### src/rtl/jtag_tap_ctrl.sv
// jtag_tap_ctrl: 1149.1 TAP controller for the s9234 boundary-scan wrapper.
// Tracks the 16-state TAP FSM, holds the instruction, and steers BSR/ISR/bypass to TDO.
module jtag_tap_ctrl #(
   parameter int unsigned          IR_WIDTH   = 2,
   parameter logic [IR_WIDTH-1:0]  IR_RESET   = 2'b11,
   parameter logic [IR_WIDTH-1:0]  IR_CAPTURE = 2'b01
) (
   input  logic                TCLK,
   input  logic                TRST,
   input  logic                TMS,
   input  logic                TDI,
   input  logic                TDO_BSR,
   input  logic                TDO_ISR,
   output logic                TDO,
   output logic                TDO_EN,
   output logic [IR_WIDTH-1:0] inst,
   output logic                clockdr_bs,
   output logic                shiftdr_bs,
   output logic                updatedr_bs,
   output logic                clockdr_is,
   output logic                shiftdr_is,
   output logic                updatedr_is,
   output logic [3:0]          tap_state
);
   typedef enum logic [3:0] {
      EX2_DR   = 4'h0, EX1_DR   = 4'h1, SH_DR  = 4'h2, PAUSE_DR = 4'h3,
      SEL_IR   = 4'h4, UPD_DR   = 4'h5, CAP_DR = 4'h6, SEL_DR   = 4'h7,
      EX2_IR   = 4'h8, EX1_IR   = 4'h9, SH_IR  = 4'hA, PAUSE_IR = 4'hB,
      RTI      = 4'hC, UPD_IR   = 4'hD, CAP_IR = 4'hE, TLR      = 4'hF
   } tap_e;

   localparam logic [IR_WIDTH-1:0] I_EXTEST  = IR_WIDTH'(0);
   localparam logic [IR_WIDTH-1:0] I_SAMPLE  = IR_WIDTH'(1);
   localparam logic [IR_WIDTH-1:0] I_INTSCAN = IR_WIDTH'(2);

   tap_e                state_q, state_d;
   logic [IR_WIDTH-1:0] inst_q, inst_d;
   logic [IR_WIDTH-1:0] ir_sh_q, ir_sh_d;
   logic                byp_q, byp_d;
   logic                tdo_q, tdo_d;
   logic                tdo_en_q, tdo_en_d;
   logic                sel_bsr, sel_isr, sel_byp;

   assign sel_bsr = (inst_q == I_EXTEST) || (inst_q == I_SAMPLE);
   assign sel_isr = (inst_q == I_INTSCAN);
   assign sel_byp = !sel_bsr && !sel_isr;

   always_comb begin
      state_d = state_q;
      case (state_q)
         TLR:      state_d = TMS ? TLR    : RTI;
         RTI:      state_d = TMS ? SEL_DR : RTI;
         SEL_DR:   state_d = TMS ? SEL_IR : CAP_DR;
         CAP_DR:   state_d = TMS ? EX1_DR : SH_DR;
         SH_DR:    state_d = TMS ? EX1_DR : SH_DR;
         EX1_DR:   state_d = TMS ? UPD_DR : PAUSE_DR;
         PAUSE_DR: state_d = TMS ? EX2_DR : PAUSE_DR;
         EX2_DR:   state_d = TMS ? UPD_DR : SH_DR;
         UPD_DR:   state_d = TMS ? SEL_DR : RTI;
         SEL_IR:   state_d = TMS ? TLR    : CAP_IR;
         CAP_IR:   state_d = TMS ? EX1_IR : SH_IR;
         SH_IR:    state_d = TMS ? EX1_IR : SH_IR;
         EX1_IR:   state_d = TMS ? UPD_IR : PAUSE_IR;
         PAUSE_IR: state_d = TMS ? EX2_IR : PAUSE_IR;
         EX2_IR:   state_d = TMS ? UPD_IR : SH_IR;
         UPD_IR:   state_d = TMS ? SEL_DR : RTI;
         default:  state_d = TLR;
      endcase
   end

   // Each IR/DR action happens on the rising edge that ends the cycle spent in its state.
   always_comb begin
      ir_sh_d  = (state_q == CAP_IR) ? IR_CAPTURE :
                 (state_q == SH_IR)  ? {TDI, ir_sh_q[IR_WIDTH-1:1]} : ir_sh_q;
      inst_d   = (state_d == TLR)    ? IR_RESET :
                 (state_q == UPD_IR) ? ir_sh_q : inst_q;
      byp_d    = !sel_byp            ? byp_q :
                 (state_q == CAP_DR) ? 1'b0 :
                 (state_q == SH_DR)  ? TDI : byp_q;
      tdo_d    = (state_q == SH_IR)  ? ir_sh_q[0] :
                 (state_q != SH_DR)  ? 1'b0 :
                 sel_bsr             ? TDO_BSR :
                 sel_isr             ? TDO_ISR : byp_q;
      tdo_en_d = (state_q == SH_IR) || (state_q == SH_DR);
   end

   always_ff @(posedge TCLK or negedge TRST) begin
      if (!TRST) begin
         state_q <= TLR;
         inst_q  <= IR_RESET;
         ir_sh_q <= IR_RESET;
         byp_q   <= 1'b0;
      end else begin
         state_q <= state_d;
         inst_q  <= inst_d;
         ir_sh_q <= ir_sh_d;
         byp_q   <= byp_d;
      end
   end

   always_ff @(negedge TCLK or negedge TRST) begin
      if (!TRST) begin
         tdo_q    <= 1'b0;
         tdo_en_q <= 1'b0;
      end else begin
         tdo_q    <= tdo_d;
         tdo_en_q <= tdo_en_d;
      end
   end

   assign clockdr_bs  = sel_bsr && (state_q == CAP_DR || state_q == SH_DR);
   assign shiftdr_bs  = sel_bsr && (state_q == SH_DR);
   assign updatedr_bs = sel_bsr && (state_q == UPD_DR);
   assign clockdr_is  = sel_isr && (state_q == CAP_DR || state_q == SH_DR);
   assign shiftdr_is  = sel_isr && (state_q == SH_DR);
   assign updatedr_is = sel_isr && (state_q == UPD_DR);
   assign TDO         = tdo_q;
   assign TDO_EN      = tdo_en_q;
   assign inst        = inst_q;
   assign tap_state   = state_q;
endmodule
### config.mk
export PLATFORM = sky130hd
export DESIGN_NAME = jtag_tap_ctrl
export DESIGN_NICKNAME = d
export VERILOG_FILES = /design/src/rtl/jtag_tap_ctrl.sv
export SDC_FILE = /design/constraint.sdc
export NUM_CORES = 1
export LEC_CHECK = 0
export BUFFER_PORTS_ARGS = -buffer_cell sky130_fd_sc_hd__buf_4
export CORE_AREA = 5 5 42 44
export DETAILED_ROUTE_END_ITERATION = 8
export DIE_AREA = 0 0 47 49
export MAX_ROUTING_LAYER = met4
export PLACE_DENSITY_LB_ADDON = 0.08
export SETUP_SLACK_MARGIN = 0.15
export SYNTH_ARGS = -nofsm -noshare
export SYNTH_HDL_FRONTEND = slang
export SYNTH_SLANG_ARGS = --single-unit
### constraint.sdc
create_clock -name TCLK -period 3.79 [get_ports TCLK]
set_input_delay 0.9475 -clock TCLK [delete_from_list [all_inputs] [get_ports TCLK]]
set_output_delay 0.9475 -clock TCLK [all_outputs]
set_load 0.02 [all_outputs]
; ---- Word level (Yosys, flattened, before mapping)
; Cells that the tools add are included.
[op_classes]
muxes = 23
reduce_logical = 21
eq_ne = 19
[op_table]
columns = op, n
row1 = $pmux W4 S12, 1
row2 = $eq A4 B4 Y1 const B, 9
row3 = $mux W2, 10
row4 = $eq A4 B3 Y1 const B, 4
row5 = $mux W3, 4
row6 = $eq A4 B2 Y1 const B, 2
row7 = $logic_and A1 B1 Y1, 7
row8 = $mux W1, 7
row9 = $reduce_bool A2 Y1, 3
row10 = $eq A4 B1 Y1 const B, 1
row11 = $logic_not A4 Y1, 1
row12 = $mux W4, 1
row13 = $ne A4 B2 Y1 const B, 1
row14 = $reduce_or A2 Y1, 2
row15 = $logic_or A1 B1 Y1, 3
row16 = $reduce_or A3 Y1, 1
row17 = $eq A2 B1 Y1 const B, 1
row18 = $eq A2 B2 Y1 const B, 1
row19 = $logic_not A1 Y1, 2
row20 = $logic_not A2 Y1, 1
row21 = $reduce_and A2 Y1, 1
[word_totals]
wordCells = 69
output_inout_bits = 14
inputBits = 6
register_bits = 11

; ---- Depth between registers and ports, before layout
; Gate-level depths: netlist of the first run.
[logic_depth]
word_depth = 5
mapped_depth = 4
mapped_depth_nobuf = 3

==> impl_metrics.toml, run 1 <==
[timing]
setup_slack_ns = 0.1521
slew_headroom_pct = 80.94
rsz0062_at_grt = "yes"
fin_skew_ns = 0.008266
hold_viol = 0
setup_violations = 0
slew_violations = 0
worst_slew_pin_slew_ns = 0.2853
tns_ns = 0

[place]
placed_cells = 95
dpl.hpwl_um = 929.2
port_buffers = 19
pre_cts_ws_ns = 0.3620
placed_area_um2 = 747.0
gp_congestion = 0.6975

[setup_path]
crit_path_max_fanout = 1
path_delay_family = "flip-flops"
setup.worst_path.class = "reg2out"
worstPathCellList = "buf_6"
crit_required_ns = 2.84
arrival_ns = 2.69
crit_path_max_incr_delay_ns = 0.41
crit_slowest_cell = "dfrtn_1"
crit_buf_inv = 1
endpoint_kind = "primary output"
cp-start-kind = "register"

[yosys]
synth_warnings = 0
ys_seq_area_share_pct = 46.53
avgSynthCellArea_um2 = 9.289
mappedNetlistArea_um2 = 613.1
synth_fa_ha_area_share_pct = 0
postSynthCellCount = 66
synthMuxAreaShare_pct = 6.735
ys_types = 29
synthSimpleGateAreaFrac_pct = 25.92
synth-seq-cells = 11
synth_top_family_by_area = "simple AND/OR/NAND/NOR gates"
syn_nets = 72
synthXorXnorAreaFrac_pct = 0
synth_compound_area_share_pct = 16.12

[flow_run]
cap_violations = 0

[clock_tree]
root_buffer = "clkbuf_4"
clock_latency_ns = 0.27
clockBufferDepth = 2
postCtsSetupRepairBufs = 0
cts_buffers = 3
cts_tree = "built"
cts.reportedPaths.clkPinSlew_ns = 0.07
cts_sinks = 11
h-tree-depth = 1

[pwr]
p_per_area_nw_per_um2 = 862.3
power_leakage_uw = 0.0003555
peakVddDrop_v = 0.0003848
finalPower_uw = 673.2

[finish]
ff_latch_area_um2 = 285.3
drive_gt1_share_pct = 37.35
multi_input_area_um2 = 299.0
insertedDiodeCount = 0
design_area_um2 = 780.7
areaGrowthSynthToFinish_pct = 27.35
final_cells = 99
finalNetCount = 90
num-fill-cells = 143

[global_routing]
gr-total-overflow = 0
grt_max_degree = 17
grt_use_total_pct = 12.97
grt_first_pass_wirelength_um = 2173
antenna_found_initial = 0
grt_pass1_vias = 482

[floorplanning]
initial_utilization_pct = 43.75
dieWidth_um = 47
io_pins = 20
die_h_um = 49
dieArea_um2 = 2303
coreArea_um2 = 1401
rows = 14

[route]
firstDrtPassIters = 4
ant_nets = 0
wire_per_inst_um = 12.94
wl_um = 1281
viasPerCell = 5.354
drt-initial-drc-count = 8
vias = 530
drc = 0

[run_status]
outcome = "finished, final reports clean"

[min_path]
hp-class = "reg2reg"
[what timing repair did]
item	CTS	global route
pin swaps	0	0
endpoints found under the hold margin	0	0
gates resized for setup	1	1
endpoints found under the setup margin	1	2
hold buffers	0	0
[final cells by class]
| type | count | area share, % |
|---|---|---|
| tap | 16 | 2.564 |
| timing repair buffer | 19 | 19.23 |
| clock buffer | 4 | 3.365 |
| sequential | 11 | 36.54 |
| multi-input combinational | 49 | 38.30 |
[placed cells by master, fill, tap and decap left out]
master,synthesis,layout
a21o_1,2,2
o31ai_2,1,1
nor4_1,2,2
buf_6,0,2
nor3b_1,1,1
a22o_1,1,1
nand3_1,2,2
a21oi_1,1,1
clkbuf_1,1,1
dfstp_2,8,8
dfrtp_1,1,1
nand4b_1,1,1
a211o_1,1,1
nor2b_1,2,2
nand2b_1,3,3
dfrtn_1,2,2
o21ai_1,3,3
nor3_1,2,2
nand2_1,9,9
a21boi_0,1,1
mux2i_1,3,3
buf_4,0,17
nand3b_1,1,1
or3_1,1,1
clkbuf_4,0,3
a21boi_1,1,1
nor2_1,6,6
o21ai_0,2,2
or3b_1,1,1
o221ai_1,1,1
mux2_1,1,1
[flip-flops by register name (all words and copies together), names as in the netlist]
signal	count
inst	2
TDO	1
tap_state	4
TDO_EN	1
ir_sh_q	2
byp_q	1
[path summary, 6_finish.rpt]
kind	startpoint	endpoint	slack, ns	cells past startpoint
max in group asynchronous	TRST	TDO_EN$_DFF_NN0_	1.34	1
worst min register to register	ir_sh_q[0]$_DFFE_PN1N_	ir_sh_q[0]$_DFFE_PN1N_	0.47	2
worst max register to register	tap_state[1]$_DFF_PN1_	TDO$_DFF_NN0_	0.76	2
min in group asynchronous	TRST	byp_q$_DFFE_PN0P_	0.50	1
worst max-delay path	TDO$_DFF_NN0_	TDO	0.15	1
worst min-delay path	ir_sh_q[0]$_DFFE_PN1N_	ir_sh_q[0]$_DFFE_PN1N_	0.47	2
[stage by stage]
stage | util [%] | hold WS, ns
floorplan | - | 0.4501
global placement | 53.30 | 0.4707
detailed placement | 53.30 | 0.4646
CTS | 55.45 | 0.4748
global route | 55.71 | 0.4865
finish | 55.71 | 0.4717
[report_power, final]
part,internal [uW],switching (uW)
combinational,144,145
sequential,201,103
clock,40.8,40.3
total,385,288
[tightest hold or removal path: stages (launching register included)]
cell	delay, ns
dfstp_2	0.38
nand2_1	0.05
o21ai_1	0.05
[cells by family after synthesis]
logic type             count (synthesis)
and+or+nand+nor                       31
buffers and inverters                  6
muxes                                  4
DFF                                   11
AOI/OAI and AO/OA                     14
[synthesized netlist by cell type, drive strengths merged]
| cell | number | area, um2 |
|---|---|---|
| a21o | 2 | 15.01 |
| nand2 | 9 | 33.78 |
| o21ai | 5 | 25.02 |
| nand3 | 2 | 10.01 |
| clkbuf | 1 | 3.750 |
| nand3b | 1 | 7.510 |
| a211o | 1 | 8.760 |
| nor3 | 2 | 10.01 |
| a21boi | 2 | 15.02 |
| nor3b | 1 | 7.510 |
| buf | 5 | 25.02 |
| nand2b | 3 | 18.77 |
| dfrtp | 1 | 25.02 |
| nor2b | 2 | 12.51 |
| mux2 | 1 | 11.26 |
| nor2 | 6 | 22.52 |
| a21oi | 1 | 5.000 |
| a22o | 1 | 8.760 |
| or3b | 1 | 8.760 |
| nand4b | 1 | 8.760 |
| o221ai | 1 | 8.760 |
| nor4 | 2 | 12.51 |
| dfrtn | 2 | 50.05 |
| mux2i | 3 | 30.03 |
| or3 | 1 | 6.260 |
| dfstp | 8 | 210.2 |
| o31ai | 1 | 12.51 |
[per-layer routing]
| metal | wire length [um] | track usage [%] | share of wire (%) | vias to the layer above |
|---|---|---|---|---|
| met1 | 600 | 18.55 | 47 | 242 |
| li1 | - | - | - | 267 |
| met2 | 545 | 16.97 | 43 | 17 |
| met5 | 0 | - | 0 | - |
| met4 | 25 | 6.912 | 2.0 | 0 |
| met3 | 109 | 2.214 | 8.5 | 4 |
Note: power is estimated with default switching activity, not from simulation.
==> run 2: changes to the inputs <==
--- a/config.mk
+++ b/config.mk
@@ -6,9 +6,10 @@
 export NUM_CORES = 1
 export LEC_CHECK = 0
 export BUFFER_PORTS_ARGS = -buffer_cell sky130_fd_sc_hd__buf_4
-export CORE_AREA = 5 5 42 44
+export CORE_MARGIN = 5
+export CORE_UTILIZATION = 47
 export DETAILED_ROUTE_END_ITERATION = 8
-export DIE_AREA = 0 0 47 49
+export HOLD_SLACK_MARGIN = 0.08
 export MAX_ROUTING_LAYER = met4
 export PLACE_DENSITY_LB_ADDON = 0.08
 export SETUP_SLACK_MARGIN = 0.15
==> constraint.sdc (replaced) <==
create_clock -name TCLK -period 3.7 [get_ports TCLK]
set_input_delay 0.925 -clock TCLK [delete_from_list [all_inputs] [get_ports TCLK]]
set_output_delay 0.925 -clock TCLK [all_outputs]
set_load 0.02 [all_outputs]
==> run 2 against run 1 <==
Non-clock buffer count unchanged. Count of clock-buffer cells in the layout is the same. Critical path depth unchanged. Setup slack got worse by 0.048 ns. Sequential cell count unchanged. Utilization is 5.7 points higher. Total power is 2.8% higher. Via count is 0.57% lower. Combinational power rose by 3%. First-iteration DRC count grew 50%. Die area down 7.7%. Sequential power rose by 4%. Largest power group unchanged.
==> impl_metrics.toml, run 2 (synthesized netlist as in run 1, its figures left out) <==
[clock_tree]
postCtsSetupRepairBufs = 0
cts_sinks = 11
cts_buffers = 3
h-tree-depth = 1
clockBufferDepth = 2
clock_latency_ns = 0.27
cts_tree = "built"
hold_buffers = 0
root_buffer = "clkbuf_4"
cts.reportedPaths.clkPinSlew_ns = 0.07

[route]
ant_nets = 0
drt-initial-drc-count = 12
vias = 527
wl_um = 1400
viasPerCell = 5.378
drc = 0
wire_per_inst_um = 14.29
firstDrtPassIters = 4

[timing]
rsz0062_at_grt = "yes"
slew_headroom_pct = 78.29
fin_skew_ns = 0.009705
hold_viol = 0
slew_violations = 0
worst_slew_pin_slew_ns = 0.3250
hold_ws_ns = 0.4742
setup_violations = 0
tns_ns = 0

[floorplanning]
io_pins = 20
initial_utilization_pct = 48.32
rows = 13
coreArea_um2 = 1269
dieArea_um2 = 2127
dieWidth_um = 46.12
die_h_um = 46.12

[setup_path]
crit_slowest_cell = "dfrtn_1"
crit_path_max_fanout = 1
arrival_ns = 2.67
crit_path_max_incr_delay_ns = 0.43
crit_required_ns = 2.77
path_delay_family = "flip-flops"
crit_buf_inv = 1
endpoint_kind = "primary output"
cp-start-kind = "register"
worstPathCellList = "buf_6"
setup.worst_path.class = "reg2out"

[pwr]
power_leakage_uw = 0.0003555
peakVddDrop_v = 0.0003976
p_per_area_nw_per_um2 = 888.2

[finish]
areaGrowthSynthToFinish_pct = 27.14
insertedDiodeCount = 0
final_cells = 98
largest_reg_flops = 4
final_common_cell = "buf_4"
final_core_util_pct = 61.44
drive_gt1_share_pct = 37.35
final_cell_mix = "buf_4 (17), nand2_1 (9), dfstp_2 (8)"
finalNetCount = 90
num-fill-cells = 125

[global_routing]
grt_max_degree = 17
antenna_found_initial = 0
grt_use_total_pct = 15.59
grt_pass1_vias = 487
gr-total-overflow = 0
grt_first_pass_wirelength_um = 2297

[min_path]
hp-class = "reg2reg"

[place]
gp_congestion = 0.7244
placed_cells = 94
port_buffers = 19
dpl.hpwl_um = 1007

[run_status]
outcome = "finished, final reports clean"

[flow_run]
cap_violations = 0
## run 2: worst paths after layout
| check | start | end | slack, ns | cells past startpoint |
|---|---|---|---|---|
| worst max-delay path | TDO$_DFF_NN0_ | TDO | 0.10 | 1 |
| worst min-delay path | ir_sh_q[0]$_DFFE_PN1N_ | ir_sh_q[0]$_DFFE_PN1N_ | 0.47 | 2 |
| worst max register to register | tap_state[1]$_DFF_PN1_ | TDO$_DFF_NN0_ | 0.61 | 2 |
| worst min register to register | ir_sh_q[0]$_DFFE_PN1N_ | ir_sh_q[0]$_DFFE_PN1N_ | 0.47 | 2 |
| max in group asynchronous | TRST | TDO_EN$_DFF_NN0_ | 1.30 | 1 |
| min in group asynchronous | TRST | byp_q$_DFFE_PN0P_ | 0.49 | 1 |
## run 2: metal layers
metal / global-route usage, % / vias up / wire length, um
met5: - / - / 0
met4: 6.818 / 0 / 13
met2: 21.15 / 13 / 632
li1: - / 266 / -
met3: 2.344 / 2 / 88
met1: 22.68 / 246 / 665
## run 2: report_power, final
| group | switching (uW) | total, uW | internal [uW] |
|---|---|---|---|
| registers | 110 | 316 | 206 |
| logic | 151 | 298 | 147 |
| clock network | 36.8 | 78.4 | 41.6 |
## run 2: per-stage QoR
step / cell area [um2] / power [uW] / setup slack (ns)
after floorplan: 613.1 / 508.6 / 0.4523
after global placement: 745.7 / 607.4 / 0.3563
after detailed placement: 745.7 / 615.4 / 0.3135
after CTS: 775.7 / 697.4 / 0.08518
after global routing: 779.5 / 747.7 / 0.06369
final: 779.5 / 692.3 / 0.1038
## run 2: timing repair
action                                  CTS  global route
pin swaps                                 0             0
endpoints found under the setup margin    2             2
cloned                                    0             0
gates resized for setup                   1             1
## run 2: layout make-up
type | instances | area (um2) | area share (%)
clock buffers | 4 | 26.28 | 3.371
multi-input cells | 49 | 299.0 | 38.36
flip-flops and latches | 11 | 285.3 | 36.60
well taps | 15 | 18.77 | 2.408
repair buffers | 19 | 150.1 | 19.26
